==> src/rtl/clock_ctrl.sv <==
`default_nettype none
// ============================================================================
// clock_ctrl : seconds prescaler and RUN/SET_HRS/SET_MIN mode controller that
//              feeds the sec/min/hrs counter chain.            Rev 1.0
// ============================================================================
module clock_ctrl #(
  parameter int unsigned WIDTH      = 32,
  parameter int unsigned TICK_DIV   = 50_000_000,
  parameter int unsigned REPEAT_DLY = 25_000_000,
  parameter int unsigned REPEAT_PER = 5_000_000
) (
  input  logic       clk,
  input  logic       reset,
  input  logic       run_en,
  input  logic       btn_mode,
  input  logic       btn_inc,
  output logic       en_sec,
  output logic       adj_min,
  output logic       adj_hrs,
  output logic       zero_sec,
  output logic [1:0] mode,
  output logic       blink
);

  typedef enum logic [1:0] {
    RUN     = 2'd0,
    SET_HRS = 2'd1,
    SET_MIN = 2'd2
  } state_t;

  localparam logic [WIDTH-1:0] PCNT_MAX  = WIDTH'(TICK_DIV - 1);
  localparam logic [WIDTH-1:0] BLINK_LIM = WIDTH'(TICK_DIV / 2);
  localparam logic [WIDTH-1:0] DLY_LIM   = WIDTH'(REPEAT_DLY - 1);
  localparam logic [WIDTH-1:0] PER_LIM   = WIDTH'(REPEAT_PER - 1);
  localparam logic [WIDTH-1:0] ONE       = WIDTH'(1);

  logic mode_s1, mode_s2, mode_dly, mode_edge;
  logic inc_s1, inc_s2, inc_dly, inc_edge;

  state_t           state, state_nx;
  logic [WIDTH-1:0] pcnt, pcnt_nx;
  logic [WIDTH-1:0] rcnt, rcnt_nx;
  logic             rpt_act, rpt_act_nx;
  logic             rpt_phase, rpt_phase_nx;
  logic             en_sec_nx, adj_min_nx, adj_hrs_nx, zero_sec_nx;
  logic             adj_nx, in_set, advance;

  // Button synchronizers and registered rising-edge detectors
  always_ff @(posedge clk or negedge reset) begin
    if (!reset) begin
      mode_s1   <= 1'b0;
      mode_s2   <= 1'b0;
      mode_dly  <= 1'b0;
      mode_edge <= 1'b0;
      inc_s1    <= 1'b0;
      inc_s2    <= 1'b0;
      inc_dly   <= 1'b0;
      inc_edge  <= 1'b0;
    end else begin
      mode_s1   <= btn_mode;
      mode_s2   <= mode_s1;
      mode_dly  <= mode_s2;
      mode_edge <= mode_s2 & ~mode_dly;
      inc_s1    <= btn_inc;
      inc_s2    <= inc_s1;
      inc_dly   <= inc_s2;
      inc_edge  <= inc_s2 & ~inc_dly;
    end
  end

  always_ff @(posedge clk or negedge reset) begin
    if (!reset) begin
      state     <= RUN;
      pcnt      <= '0;
      rcnt      <= '0;
      rpt_act   <= 1'b0;
      rpt_phase <= 1'b0;
      en_sec    <= 1'b0;
      adj_min   <= 1'b0;
      adj_hrs   <= 1'b0;
      zero_sec  <= 1'b0;
    end else begin
      state     <= state_nx;
      pcnt      <= pcnt_nx;
      rcnt      <= rcnt_nx;
      rpt_act   <= rpt_act_nx;
      rpt_phase <= rpt_phase_nx;
      en_sec    <= en_sec_nx;
      adj_min   <= adj_min_nx;
      adj_hrs   <= adj_hrs_nx;
      zero_sec  <= zero_sec_nx;
    end
  end

  always_comb begin
    state_nx     = state;
    pcnt_nx      = pcnt;
    rcnt_nx      = rcnt;
    rpt_act_nx   = rpt_act;
    rpt_phase_nx = rpt_phase;
    en_sec_nx    = 1'b0;
    zero_sec_nx  = 1'b0;
    adj_nx       = 1'b0;
    in_set       = 1'b0;
    advance      = 1'b0;

    case (state)
      RUN: begin
        advance   = run_en;
        en_sec_nx = run_en && (pcnt == PCNT_MAX);
        if (mode_edge) begin
          state_nx = SET_HRS;
        end
      end
      SET_HRS: begin
        in_set  = 1'b1;
        advance = 1'b1;
        if (mode_edge) begin
          state_nx = SET_MIN;
        end
      end
      SET_MIN: begin
        in_set  = 1'b1;
        advance = 1'b1;
        if (mode_edge) begin
          state_nx    = RUN;
          zero_sec_nx = 1'b1;
        end
      end
      default: state_nx = RUN;
    endcase

    if (advance) begin
      pcnt_nx = (pcnt == PCNT_MAX) ? '0 : pcnt + ONE;
    end
    // Entering or leaving the set session restarts the second from zero
    if ((state == RUN && state_nx == SET_HRS) || (state != RUN && state_nx == RUN)) begin
      pcnt_nx = '0;
    end

    // Mode edge takes priority: a coincident inc edge is dropped
    if (mode_edge || !in_set) begin
      rpt_act_nx   = 1'b0;
      rpt_phase_nx = 1'b0;
      rcnt_nx      = '0;
    end else if (inc_edge) begin
      adj_nx       = 1'b1;
      rpt_act_nx   = 1'b1;
      rpt_phase_nx = 1'b0;
      rcnt_nx      = '0;
    end else if (rpt_act && inc_s2) begin
      if (rcnt == (rpt_phase ? PER_LIM : DLY_LIM)) begin
        adj_nx       = 1'b1;
        rpt_phase_nx = 1'b1;
        rcnt_nx      = '0;
      end else begin
        rcnt_nx = rcnt + ONE;
      end
    end else begin
      rpt_act_nx   = 1'b0;
      rpt_phase_nx = 1'b0;
      rcnt_nx      = '0;
    end

    adj_hrs_nx = adj_nx && (state == SET_HRS);
    adj_min_nx = adj_nx && (state == SET_MIN);
  end

  assign mode  = state;
  assign blink = ((state == SET_HRS) || (state == SET_MIN)) && (pcnt < BLINK_LIM);

endmodule
`default_nettype wire

==> config.mk <==
export PLATFORM = sky130hd
export DESIGN_NAME = clock_ctrl
export DESIGN_NICKNAME = d
export VERILOG_FILES = /design/src/rtl/clock_ctrl.sv
export SDC_FILE = /design/constraint.sdc
export NUM_CORES = 1
export LEC_CHECK = 0
export ABC_AREA = 1
export CAP_MARGIN = 20
export CORE_MARGIN = 2
export CORE_UTILIZATION = 40
export CTS_BUF_LIST = sky130_fd_sc_hd__clkbuf_16
export CTS_CLUSTER_DIAMETER = 50
export CTS_CLUSTER_SIZE = 20
export DETAILED_ROUTE_END_ITERATION = 8
export GPL_ROUTABILITY_DRIVEN = 0
export SLEW_MARGIN = 15
export SYNTH_ARGS = -nofsm -noshare
export SYNTH_HDL_FRONTEND = slang
export SYNTH_SLANG_ARGS = --single-unit
==> constraint.sdc <==
create_clock -name clk -period 2.6 [get_ports clk]
set_input_delay 0.39 -clock clk [delete_from_list [all_inputs] [get_ports clk]]
set_output_delay 0.39 -clock clk [all_outputs]
set_load 0.005 [all_outputs]
* Word-level counts from Yosys, hierarchy flattened
Index checks and enable logic that the tools add are counted.
** Operators by class
- Magnitude comparators :: 1
- Reductions and logical operators :: 16
- Eq/ne operators :: 7
- $add $sub $neg :: 2
- Bitwise operators :: 4
- Multiplexer cells :: 28
** Operators with widths (number)
- $mux W32 :: 7
- $add A32 B1 Y32 const B :: 2
- $eq A32 B25 Y1 :: 1
- $eq A32 B26 Y1 const B :: 1
- $lt A32 B25 Y1 const B :: 1
- $mux W25 :: 1
- $mux W1 :: 15
- $logic_and A1 B1 Y1 :: 7
- $mux W2 :: 3
- $pmux W2 S3 :: 1
- $eq A2 B1 Y1 const B :: 2
- $logic_not A2 Y1 :: 2
- $ne A4 B3 Y1 const B :: 1
- $reduce_bool A2 Y1 :: 2
- $logic_or A1 B1 Y1 :: 3
- $ne A3 B3 Y1 const B :: 1
- $and A1 B1 Y1 :: 2
- $eq A2 B2 Y1 const B :: 1
- $not A1 Y1 :: 2
- $pmux W1 S2 :: 1
- $reduce_or A2 Y1 :: 1
- $logic_not A1 Y1 :: 1
** Word-level totals
- Input port bits :: 5
- Register bits after elaboration :: 80
- Logic and storage cells :: 75

* Depth between registers and ports, before layout
Gate-level depths: netlist of the first run.
- Depth after elaboration :: 7
- Depth in mapped cells :: 12
- Depth with buffers taken out :: 10

* Worst setup path before layout of the first run
Ideal clock, no wire load.
- Path kind :: reg-to-reg
- Start :: reg state[0], in the netlist mode[0]
- End :: reg rcnt[14]
- Data arrival time :: 1647 ps
- Cell stages (with the launch flop) :: 11
- Clock period less this slack :: 1768 ps
- Setup time :: 121 ps
- Path slack :: 832 ps
- Cells stage by stage :: dfrtp_1 inv_1 ha_1 inv_1 nor2_1 and3_1 nand2_1 clkinv_1 nand2_4 buf_8 nor2_2
** On the way
- Cells in the longest elaborated chain, start to end :: 6
** RTL lines
- from (decl) :: RTL line 40 : state_t state, state_nx;
- from (signal assigned) :: RTL line 83 : state <= state_nx;
- $eq A2 B1 Y1 / $eq A2 B2 Y1 (equally long branches) :: RTL line 107 : case (state)
- $reduce_or A2 Y1 (no line) (*)
- $mux W1 (*) :: RTL line 107
- $logic_not A1 Y1 (*) :: RTL line 142 : if (mode_edge || !in_set) begin
- $logic_or A1 B1 Y1 (*) :: RTL line 142
- $mux W32 (*) :: RTL line 142
- via rcnt_nx[14] :: RTL line 42 : logic [WIDTH-1:0] rcnt, rcnt_nx;
- to (signal assigned) :: RTL line 85 : rcnt <= rcnt_nx;
- to (decl) :: RTL line 42
Mark *: on every way through the listed nets, which the timed path passes. The rest lies on a longest branch.
A chain may end at the register's enable or synchronous reset.

* Final worst setup path of the first run
- Start :: reg pcnt[26]
- End :: out blink
** On the way
- Cells in the longest elaborated chain, start to end :: 2
** RTL lines
- from (decl) :: RTL line 41 : logic [WIDTH-1:0] pcnt, pcnt_nx;
- from (signal assigned) :: RTL line 84 : pcnt <= pcnt_nx;
- $lt A32 B25 Y1 :: RTL line 170 : assign blink = ((state == SET_HRS) || (state == SET_MIN)) && (pcnt < BLINK_LIM);
- $logic_and A1 B1 Y1 :: RTL line 170
- to (decl) :: RTL line 22 : output logic blink
Every way passes these cells.

==> results of run 1 <==
[synthesized netlist by cell type (all sizes together), types with 2 or more instances]
| library cell | n |
|---|---|
| nand2 | 189 |
| nor2 | 151 |
| dfrtp | 80 |
| inv | 69 |
| nand3 | 58 |
| nand4 | 26 |
| nor3 | 18 |
| xor2 | 17 |
| o21ai | 16 |
| xnor2 | 8 |
| a21oi | 7 |
| buf | 6 |
| ha | 6 |
| nand3b | 5 |
| clkbuf | 3 |
| a211oi | 2 |
| a21boi | 2 |
| and2 | 2 |
| nor3b | 2 |
| nor4 | 2 |
| o21bai | 2 |
[flip-flops by register name, indices dropped and copies added (netlist names)]
signal	cells
pcnt	32
mode	2
inc_s2	1
en_sec	1
rpt_phase	1
mode_dly	1
adj_hrs	1
mode_edge	1
inc_s1	1
rpt_act	1
mode_s1	1
inc_edge	1
mode_s2	1
zero_sec	1
adj_min	1
rcnt	32
inc_dly	1
[layout make-up]
type	instances	area [µm²]	share of cell area, %
multi-input combinational	516	2510	46.4
tap	147	184	3.40
timing repair buffer	17	155	2.87
clock inverter	7	72.6	1.34
clock buffer	9	225	4.16
inverter	70	263	4.85
sequential	80	2000	37.0
[per-stage QoR]
step                      hold slack (ps)  setup slack [ps]  instance area (µm²)  util [%]
after CTS                             350               130                 5420      45.5
after global routing                  368              33.5                 5420      45.5
after global placement                340               508                 5110      42.9
final                                 355               140                 5420      45.5
after floorplan                      94.4               832                 4850         -
after detailed placement              336               466                 5110      42.9
[cells by family (layout without fill, tap and decap cells)]
logic type,count (synthesis),count (layout)
and+or+nand+nor,454,454
xor gates and xnor gates,25,25
adders and majority gates,6,6
AOI/OAI and AO/OA,31,31
buffers and inverters,79,103
DFF,80,80
[power by group through the flow]
stage | clock [mW] | combinational, mW | sequential (mW)
final | 1.29 | 0.794 | 1.33
after global routing | 1.36 | 0.874 | 1.34
after CTS | 1.32 | 0.795 | 1.33
after detailed placement | 0 | 0.792 | 1.36
after global placement | 0 | 0.787 | 1.35
after floorplan | 0 | 0.518 | 1.35
[worst max-delay path, delay by kind of cell (launching register included)]
kind | cells | cell delay (ps)
simple gates | 3 | 470
flops | 1 | 430
compound gates | 1 | 190
buf+inv | 2 | 610
[worst max path at each step]
stage / start / end / slack, ps / depth (start not counted)
global placement: pcnt[7] / blink / 510 / 7
floorplan: mode[0] / rcnt[14] / 830 / 10
finish: pcnt[26] / blink / 140 / 6
detailed placement: mode[0] / rcnt[12] / 470 / 9
global route: pcnt[8] / blink / 30 / 7
CTS: pcnt[7] / blink / 130 / 7
[per-layer routing]
layer | vias to the layer above | wire, µm | global-route usage, % | share of wire, %
li1 | 2195 | - | - | -
met1 | 2017 | 5230 | 24.6 | 45
met2 | 84 | 5620 | 32.5 | 48
met3 | 21 | 525 | 4.92 | 4.5
met4 | 0 | 238 | 7.15 | 2.0
met5 | - | 0 | 0 | 0
==> run_results.csv, run 1 <==
group,metric,value,unit
synth,synth_edf_count,0,
synth,synth_area,4850,µm²
synth,postSynthCellCount,675,
route,drt_iter0_drc,279,
power,swShare,33.8,%
power,pwr-share-comb,23.3,%
synth,synth_top_area_share,41.3,%
cells_and_area,n_fill_cell,1218,
power,p_leak,2.24,nW
clock_tree,cts-root-buf,"clkbuf_16",
run,max-cap-violations,0,
route,wl_per_cell,13.7,µm
synth,synth_compound_area_share,3.61,%
setup_path,r2r_cells,9,
clock_tree,clock-sinks,80,
clock_tree,cts.clk_slew.worst_paths,70,ps
clock_tree,h-tree-depth,3,
sta,rsz0062_at_grt,"no",
synth,synthAdderAreaFrac,1.55,%
clock_tree,tritoncts,"done",
setup_path,crit_type,"reg -> out",
synth,synthTopCellsByArea,"dfrtp_1, nand2_1, nor2_1, nand3_1, inv_1",
synth,synth_top_area_cell,"dfrtp_1",
global_route,track_usage,19.5,%
power,power,3.41,mW
synth,ys_seq_elements,80,
floorplan,io_pins,12,
sta,setup_viol,0,
power,p_per_area,631,nW/µm²
setup_path,critPathMaxStageDelay,530,ps
power,netSwitchingPower,1.16,mW
setup_path,r2r_start,"mode[0]",
power,ir_drop,450,µV
global_route,antenna_found_initial,0,
hold_path,hp-start,"mode_s1",
cells_and_area,syn2layout_area_growth,11.7,%
global_route,grt-ovfl-total,0,
floorplan,die_y,114,µm
setup_path,start_kind,"register",
setup_path,rrSetupSlack,470,ps
power,intPower,2.26,mW
synth,synth_top_family_by_area,"simple AND/OR/NAND/NOR gates",
synth,synth_xor_xnor_area_share,4.52,%
sta,report.final.slew_viol_count,0,
floorplan,rows,40,
hold_path,min_path_type,"reg -> reg",
global_route,grt_pass1_wl,20100,µm
power,seq_power_share,39.0,%
setup_path,slowest_stage,"clkdlybuf4s50_1",
placed_design,port-buffer-count,11,
route,wirelength,11600,µm
status,status,"finished, final reports clean",
floorplan,dieArea,13000,µm²
sta,post-route-period-util,94.6,%
route,avgViaCountPerCell,5.10,
setup_path,cp-end-kind,"primary output",
hold_path,worstHoldEndpoint,"mode_s2",
clock_tree,cts_resized,0,
sta,fin_skew,7.74,ps
placed_design,place_inst,829,
setup_path,timing.rr.end,"rcnt[12]",
setup_path,cp.arrival,2070,ps
setup_path,cp_max_fo,6,
sta,slew-limit-headroom,69.1,%
cells_and_area,fin_cells,846,
setup_path,worstPathRequired,2210,ps
synth,ys_types,37,
cells_and_area,most-common-layout-cells,"nand2_1, nor2_1, dfrtp_1",
route,vias,4317,
synth,synth-simple-area-share,42.2,%
clock_tree,cts_buffers,9,
clock_tree,postCtsSetupRepairBufs,0,
sta,period_needed,2460,ps
cells_and_area,antenna_cells,0,
route,postRouteAntennaNets,0,
synth,synth_top_flop_cell,"dfrtp_1",
hold_path,hold_depth,0,
cells_and_area,layout_commonest_cell,"nand2_1",
sta,tightestPinTransition,460,ps
power,power.clock.fraction,37.7,%
floorplan,die_w,114,µm
synth,syn-num-nets,686,
floorplan,core_area,11900,µm²
global_route,grt_max_degree,33,
synth,yosysWarnings,0,
sta,tns,0,ps
floorplan,initial_core_util,40.7,%
synth,syn_area_per_cell,7.18,µm²
global_route,grt_pass1_vias,4288,
synth,synthArstFlopShare,100,%
synth,yosysSeqAreaShare,41.3,%
clock_tree,clock_path_buffers,2,
clock_tree,clk_latency,350,ps
sta,final-hold-violation-count,0,
cells_and_area,layout-drive-gt1-share,8.87,%
route,drt-pass1-iter-count,5,
cells_and_area,fin_nets,705,
sta,max_freq,406,MHz
placed_design,place.detailed.hpwl,8760,µm
route,drcViolationCount,0,
setup_path,path_cells,"nor2_1 > inv_1 > nor3_1 > nand4_1 > a21oi_1 > clkdlybuf4s50_1",
clock_tree,cts_hold_buf,1,
synth,synth.area.mux_share,0,%
Power figures use the tool's default switching activity.
==> run 2, diff against run 1 <==
--- a/config.mk
+++ b/config.mk
@@ -14,7 +14,7 @@
 export CTS_CLUSTER_SIZE = 20
 export DETAILED_ROUTE_END_ITERATION = 8
 export GPL_ROUTABILITY_DRIVEN = 0
-export SLEW_MARGIN = 15
+export SLEW_MARGIN = 20
 export SYNTH_ARGS = -nofsm -noshare
 export SYNTH_HDL_FRONTEND = slang
 export SYNTH_SLANG_ARGS = --single-unit
==> results of run 2 <==
Final layout, timing and power as in run 1 (identical DEF).
==> run 3, diff against run 2 <==
--- a/config.mk
+++ b/config.mk
@@ -6,7 +6,7 @@
 export NUM_CORES = 1
 export LEC_CHECK = 0
 export ABC_AREA = 1
-export CAP_MARGIN = 20
+export CAP_MARGIN = 10
 export CORE_MARGIN = 2
 export CORE_UTILIZATION = 40
 export CTS_BUF_LIST = sky130_fd_sc_hd__clkbuf_16
@@ -14,7 +14,7 @@
 export CTS_CLUSTER_SIZE = 20
 export DETAILED_ROUTE_END_ITERATION = 8
 export GPL_ROUTABILITY_DRIVEN = 0
-export SLEW_MARGIN = 20
+export SLEW_MARGIN = 0
 export SYNTH_ARGS = -nofsm -noshare
 export SYNTH_HDL_FRONTEND = slang
 export SYNTH_SLANG_ARGS = --single-unit
==> results of run 3 <==
Final layout, timing and power as in run 1 (identical DEF).
